===== config.mk =====
export PLATFORM = sky130hd
export DESIGN_NAME = instr_rom_pipelined
export DESIGN_NICKNAME = d
export VERILOG_FILES = /design/src/rtl/instr_rom_pipelined.sv
export SDC_FILE = /design/constraint.sdc
export NUM_CORES = 2
export LEC_CHECK = 0
export BUFFER_PORTS_ARGS = -buffer_cell sky130_fd_sc_hd__buf_2
export CORE_ASPECT_RATIO = 0.5
export CORE_MARGIN = 5
export CORE_UTILIZATION = 59
export CTS_BUF_LIST = sky130_fd_sc_hd__clkbuf_2 sky130_fd_sc_hd__clkbuf_4 sky130_fd_sc_hd__clkbuf_8
export DETAILED_ROUTE_END_ITERATION = 10
export PLACE_DENSITY_LB_ADDON = 0.05
export REMOVE_ABC_BUFFERS = 1
export SYNTH_ARGS = -nofsm -noshare
export SYNTH_HDL_FRONTEND = slang
export SYNTH_SLANG_ARGS = --single-unit

===== constraint.sdc =====
create_clock -name clk -period 2.85 [get_ports clk]
set_input_delay 0.57 -clock clk [delete_from_list [all_inputs] [get_ports clk]]
set_output_delay 0.57 -clock clk [all_outputs]
set_load 0.03 [all_outputs]

===== src/rtl/instr_rom_pipelined.sv =====
// Pipelined instruction ROM with base-address decode, error flags and a
// sequential boot-load port that streams the program image in at run time.
module instr_rom_pipelined #(
    parameter int unsigned           DATA_WIDTH   = 32,
    parameter int unsigned           ADDR_BITS    = 6,
    parameter logic [31:0]           BASE_ADDRESS = 32'h0,
    parameter int unsigned           LATENCY      = 1,
    parameter logic [DATA_WIDTH-1:0] NOP_WORD     = '0
) (
    input  logic                  clk,
    input  logic                  reset,
    input  logic                  rd_req,
    input  logic [31:0]           rd_addr,
    output logic                  rd_valid,
    output logic [DATA_WIDTH-1:0] rd_data,
    output logic [1:0]            rd_err,
    output logic                  rd_busy,
    input  logic                  ld_start,
    input  logic                  ld_valid,
    input  logic [DATA_WIDTH-1:0] ld_data,
    output logic                  ld_done
);

    localparam int unsigned           DEPTH    = 1 << ADDR_BITS;
    localparam int unsigned           TAG_W    = 30 - ADDR_BITS;
    localparam logic [TAG_W-1:0]      BASE_TAG = BASE_ADDRESS[TAG_W-1:0];
    localparam logic [ADDR_BITS-1:0]  LAST_IDX = '1;

    typedef enum logic [1:0] {
        ST_IDLE,
        ST_LOAD,
        ST_DONE
    } ld_state_e;

    logic [DATA_WIDTH-1:0] mem_q [DEPTH];

    ld_state_e             state_q, state_d;
    logic [ADDR_BITS-1:0]  ptr_q, ptr_d;
    logic                  mem_we;

    // Load FSM
    always_comb begin
        state_d = state_q;
        ptr_d   = ptr_q;
        mem_we  = 1'b0;
        case (state_q)
            ST_IDLE: begin
                if (ld_start) begin
                    state_d = ST_LOAD;
                    ptr_d   = '0;
                end
            end
            ST_LOAD: begin
                if (ld_valid) begin
                    mem_we = 1'b1;
                    ptr_d  = ptr_q + ADDR_BITS'(1);
                    if (ptr_q == LAST_IDX) state_d = ST_DONE;
                end
            end
            ST_DONE: state_d = ST_IDLE;
            default: state_d = ST_IDLE;
        endcase
    end

    always_ff @(posedge clk or posedge reset) begin
        if (reset) begin
            state_q <= ST_IDLE;
            ptr_q   <= '0;
        end else begin
            state_q <= state_d;
            ptr_q   <= ptr_d;
        end
    end

    // Program memory is deliberately left out of reset so a reset keeps the image.
    always_ff @(posedge clk) begin
        if (mem_we) mem_q[ptr_q] <= ld_data;
    end

    assign rd_busy = (state_q == ST_LOAD);
    assign ld_done = (state_q == ST_DONE);

    logic [ADDR_BITS-1:0]  rd_idx;
    logic                  unaligned, miss;
    logic                  s1_valid_q, s1_valid_d;
    logic [DATA_WIDTH-1:0] s1_data_q, s1_data_d;
    logic [1:0]            s1_err_q, s1_err_d;

    always_comb begin
        rd_idx     = rd_addr[ADDR_BITS+1:2];
        unaligned  = |rd_addr[1:0];
        miss       = (rd_addr[31:ADDR_BITS+2] != BASE_TAG);
        s1_valid_d = rd_req && (state_q == ST_IDLE);
        s1_err_d   = s1_valid_d ? {miss, unaligned} : 2'b00;
        s1_data_d  = NOP_WORD;
        if (s1_valid_d && !miss && !unaligned) s1_data_d = mem_q[rd_idx];
    end

    always_ff @(posedge clk or posedge reset) begin
        if (reset) begin
            s1_valid_q <= 1'b0;
            s1_data_q  <= NOP_WORD;
            s1_err_q   <= '0;
        end else begin
            s1_valid_q <= s1_valid_d;
            s1_data_q  <= s1_data_d;
            s1_err_q   <= s1_err_d;
        end
    end

`ifndef SYNTHESIS
    always_ff @(posedge clk) begin
        if (s1_valid_d && unaligned)
            $warning("instr_rom_pipelined: unaligned fetch addr=%h at time %0t", rd_addr, $time);
    end
`endif

    // Any LATENCY other than 2 is treated as single-cycle.
    generate
        if (LATENCY == 2) begin : g_lat2
            logic                  s2_valid_q;
            logic [DATA_WIDTH-1:0] s2_data_q;
            logic [1:0]            s2_err_q;

            always_ff @(posedge clk or posedge reset) begin
                if (reset) begin
                    s2_valid_q <= 1'b0;
                    s2_data_q  <= NOP_WORD;
                    s2_err_q   <= '0;
                end else begin
                    s2_valid_q <= s1_valid_q;
                    s2_data_q  <= s1_data_q;
                    s2_err_q   <= s1_err_q;
                end
            end

            assign rd_valid = s2_valid_q;
            assign rd_data  = s2_data_q;
            assign rd_err   = s2_err_q;
        end else begin : g_lat1
            assign rd_valid = s1_valid_q;
            assign rd_data  = s1_data_q;
            assign rd_err   = s1_err_q;
        end
    endgenerate

endmodule

# Word level (Yosys, flattened, before mapping)
# Memory sizes are Yosys's and may differ from the RTL's.
# Index checks and enable logic that the tools add are counted.
[op_classes]
addsub = 1
multipliers = 0
div_mod_pow = 0
magnitude_cmp = 0
eq_ne = 6
n_shift = 0
muxes = 13
n_bitwise = 0
n_reduce_logical = 11
[ops]
columns = ["operator", "n"]
rows = [
  ["32-bit two-way mux", 1],
  ["24-bit nonzero test", 1],
  ["6-bit two-way mux", 2],
  ["6-bit one-hot mux with 2 select lines", 1],
  ["2-bit two-way mux", 4],
  ["6-bit by 1-bit adder with 6-bit output, second input constant", 1],
  ["6-bit == test, second input constant", 1],
  ["3-bit AND reduction", 2],
  ["1-bit two-way mux", 4],
  ["2-bit by 1-bit inequality test with 1-bit output, second input constant", 2],
  ["2-bit one-hot mux with 2 select lines", 1],
  ["1-bit logical AND", 3],
  ["2-bit by 1-bit == test with 1-bit output, second input constant", 1],
  ["2-bit == test, second input constant", 1],
  ["1-bit logical NOT", 2],
  ["2-bit logical NOT", 1],
  ["2-bit inequality test, second input constant", 1],
  ["2-bit nonzero test", 1],
  ["2-bit OR reduction", 1],
]
[totals]
regBits = 43
latch_bits = 0
ram_bits = 2048
romBits = 0
in_bits = 69
output_inout_bits = 37
word_cells = 37
n_memories = 1
[mem_list]
columns = ["memory", "depth", "word_bits", "read_ports", "rd_clocked_by_memory_dff", "write_ports", "line_no", "source"]
rows = [
  ["mem_q", 64, 32, 1, 0, 1, "35", "logic [DATA_WIDTH-1:0] mem_q [DEPTH];"],
]

# Depth between registers and ports, before layout
[logic_depth]
word_depth = 5
ltp_mapped = 10
ltp_nobuf = 6

# Least setup slack after synthesis
# OpenSTA, ideal clock, no wires.
[synth_path]
path_type = "register to register"
start = "reg state_q[1]"
end = "mem mem_q[63][0] (enable)"
arrival_time_ns = 2.774
slack_ns = -0.347
stages_incl_launch_ff = 6
path_buffers = 0
cell_sequence = "dfrtp_1 > nand2b_1 > inv_1 > and3_1 > nand3_1 > nor2_1"
[synth_via]
elab_chain_len = 4
[synth_rtl]
columns = ["item", "line_no", "source"]
rows = [
  ["from (decl)", "37", "ld_state_e state_q, state_d;"],
  ["from (signal assigned)", "70", "state_q <= state_d;"],
  ["2-bit by 1-bit == test with 1-bit output", "-", ""],
  ["net rd_busy", "17", "output logic rd_busy,"],
  ["1-bit two-way mux", "46", "case (state_q)"],
  ["1-bit two-way mux", "77", "if (mem_we) mem_q[ptr_q] <= ld_data;"],
  ["1-bit two-way mux (implied by the code)", "77", ""],
  ["to (decl)", "35", ""],
]
# The timed path passes the listed nets, and every way through them passes these cells.

# Worst setup path in the final report
[layout_path]
start = "in rd_addr[2]"
end = "reg s1_data_q[16] (netlist: rd_data[16])"
[layout_via]
elab_chain_len = 2
[layout_rtl]
columns = ["item", "line_no", "source"]
rows = [
  ["from (decl)", "13", "input logic [31:0] rd_addr,"],
  ["memory 64 x 32 bit", "-", ""],
  ["32-bit two-way mux", "96", "if (s1_valid_d && !miss && !unaligned) s1_data_d = mem_q[rd_idx];"],
  ["net s1_data_d[16]", "86", "logic [DATA_WIDTH-1:0] s1_data_q, s1_data_d;"],
  ["to (signal assigned)", "106", "s1_data_q <= s1_data_d;"],
  ["to (decl)", "86", ""],
]
# The timed path passes the listed nets, and every way through them passes these cells.
# A chain may end at the register's enable or synchronous reset.

==> out/results.tsv <==
stage	metric	value	unit
power_and_ir_drop	leak pwr	30.03	nW
timing	WHS	0.07685	ns
timing	fmax	373.8	MHz
synth	Avg Inst Size Synth	22.94	µm²
route	drt wl/cell	36.21	µm
floorplanning	Die Ht	270.6	µm
synth	synthesized area	0.08010	mm²
global_routing	pin count of the biggest net entering global routing	65	
timing	Final period util	93.88	%
route	Iter 0 DRT Violations	6238	
worst_setup_path	crit path max fanout	22	
route	post-route ant nets	0	
floorplanning	row cnt	95	
timing	Worst-Margin Slew	1.102	ns
synth	cell taking the most area after synthesis	edfxtp_1	
cts	clock latency on the worst-skew pair	0.92	ns
cts	# H-tree levels	5	
synth	Synth area leaders	edfxtp_1 77%, mux4_2 14%, mux2i_1 1.9%	
cts	TritonCTS Sinks	2091	
cts	CTS tree	built	
synth	Syn Inst Count	3492	
worst_setup_path	Startpoint Class	primary input	
floorplanning	die area	0.1437	mm²
synth	ys async rst share	2.056	%
worst_setup_path	worst path arrival time	3.38	ns
synth	top cells by count, synth	2,048 x edfxtp_1, 510 x mux4_2, 155 x mux2i_1, 94 x nor2_1, 66 x nand2_1	
synth	Warnings, synthesis	0	
cells_and_area	layout net count	4196	
synth	EDFF count, synth	2048	
global_routing	antenna violations before repair	17	
floorplanning	Core Area	0.1346	mm²
synth	top-count cell post-synth	edfxtp_1	
outcome	outcome	completed	
route	Vias/cell	6.752	
cts	Clock Path Buffers	4	
synth	Seq/Total Area, Yosys	78.12	%
power_and_ir_drop	worst-case vdd ir drop	0.4913	mV
floorplanning	I/O Pins	106	
cts	root buf cell	clkbuf_8	
timing	Max Slew Vio Count	0	
timing	RSZ-0062 raised after global routing	no	
placed_design	Routability Congestion	0.8113	
cts	Post-CTS Setup Bufs	0	
synth	Yosys top cell area share	76.77	%
timing	post-route setup slack	0.1745	ns
cells_and_area	layout cells sized above 1	36.55	%
worst_setup_path	critical path class	primary input to flop	
cts	Inserted Clock Buffers	290	
worst_setup_path	WP data required	3.55	ns
cts	Worst-path clk slew	0.07	ns
worst_setup_path	Setup crit end kind	flop	
timing	Final min period	2.675	ns
global_routing	gr ovfl total	0	
timing	final setup fails	0	
timing	Max-slew headroom	26.53	%
cells_and_area	filler instances	8414	
cells_and_area	Layout area overhead	15.13	%
route	DRT Pass-1 Iters	6	
global_routing	first-pass GRT wire length	311500	µm
timing	Fin. Hold Viols	0	
timing	Setup Skew	0.05951	ns
placed_design	Post-Place Setup Slack	-0.8006	ns
global_routing	number of global-route vias before repair	41320	
floorplanning	initial core utilization	59.53	%
synth	Yosys cell types	61	
global_routing	gr usage total	31.23	%
hold_path	Tightest Hold Check Type	primary input to flop	
synth	Seq cells post-synth	2091	
placed_design	IO buf count	105	
route	vias	41440	
placed_design	detailed placement HPWL	129300	µm
run	max_cap viols	0	
power_and_ir_drop	PD cells	670.3	mW/mm²
route	drc violations	0	
route	Total Wirelength	222300	µm
floorplanning	die width	531.1	µm
synth	Primary FF master, synth	edfxtp_1	
==> state kept, by name, summed over array words and instances, names as in the netlist <==
name and count:
mem_q 2048, rd_data 32, ptr_q 6, rd_valid 1, rd_err 2, state_q 2
==> worst max-delay path: stages <==
cell and delay [ns]:
buf_8 0.26, buf_4 0.19, buf_12 0.19, buf_4 0.24, mux4_2 0.51, mux4_2 0.47
o21ai_1 0.71, o22ai_1 0.17
==> layout make-up <==
cell class / instances / area [µm²] / share of cell area, %
inverters: 7 / 31.28 / 0.03392
repair buffers: 530 / 5045 / 5.470
multi-input cells: 1206 / 16790 / 18.20
clock buffers: 416 / 5044 / 5.469
flip-flops and latches: 2091 / 62580 / 67.85
clock inverters: 89 / 486.7 / 0.5277
well taps: 1794 / 2245 / 2.434
diodes: 5 / 12.51 / 0.01357
==> logic make-up (layout without fill, tap and decap cells) <==
family,Yosys count,after routing,share of synthesized area (%)
and+or+nand+nor,298,298,1.784
DFF,2091,2091,78.12
xor gates and xnor gates,2,2,0.02187
muxes,685,685,16.56
buffers and inverters,195,1042,1.539
AOI/OAI and AO/OA,220,220,1.967
other,0,5,0
adders and majority gates,1,1,0.01562
==> path summary, 6_finish.rpt <==
kind / start / endpoint / slack [ns] / cells after the start
max reg2reg: state_q[1] / mem_q[35][31] / 0.21 / 7
min in group asynchronous: reset / rd_data[17] / 0.37 / 3
max in group asynchronous: reset / rd_data[22] / 1.51 / 4
min: rd_addr[19] / rd_err[1] / 0.08 / 4
max: rd_addr[2] / rd_data[16] / 0.17 / 8
min reg2reg: ptr_q[0] / ptr_q[0] / 0.55 / 1
==> metal layers <==
| metal | global-route usage [%] | part of all wire, % |
|---|---|---|
| met2 | 43.71 | 44 |
| met4 | 6.604 | 2.0 |
| met1 | 49.86 | 41 |
| met3 | 8.932 | 14 |
| met5 | 0 | 0 |
==> metrics by stage <==
| stage | utilization (%) | setup TNS (ns) | std cells | area, µm² | power (mW) |
|---|---|---|---|---|---|
| final | 68.54 | 0 | 6138 | 92230 | 61.82 |
| after global routing | 68.54 | 0 | 6134 | 92220 | 63.88 |
| after CTS | 68.53 | 0 | 6133 | 92210 | 62.07 |
| after detailed placement | 64.37 | -5.564 | 5621 | 86610 | 39.68 |
| after global placement | 64.37 | -5.145 | 5621 | 86610 | 39.58 |
| after floorplan | - | -530.16 | 3304 | 78900 | 36.88 |
==> layout by cell type (no fill, tap or decap), drive strengths merged, types with 4 or more instances in the layout <==
master	n
o2111ai	7
nor4	7
nor3	25
a211oi	5
dlygate4sd3	7
a32oi	4
clkbuf	416
nand2	66
clkinvlp	13
mux2	20
and2	7
mux4	510
nor2	94
a31oi	11
edfxtp	2048
o21ai	20
or2	6
a21oi	42
nand4	6
a221oi	35
o22ai	12
inv	12
nor2b	16
mux2i	155
diode	5
buf	523
nand2b	21
and3	4
dfrtp	43
o211ai	7
a22oi	48
clkinv	69
a22o	8
nand3	29
==> what timing repair did <==
action,CTS,global route
endpoints found under the setup margin,0,1
hold buffers,7,0
hold endpoints to repair,14,0
resized for setup,0,1
==> power by group <==
part / switching [mW] / internal, mW
sequential: 0.173 / 34.4
combinational: 2.82 / 1.69
clock: 11.2 / 11.6
No activity file was read; power rests on OpenSTA's default activity.
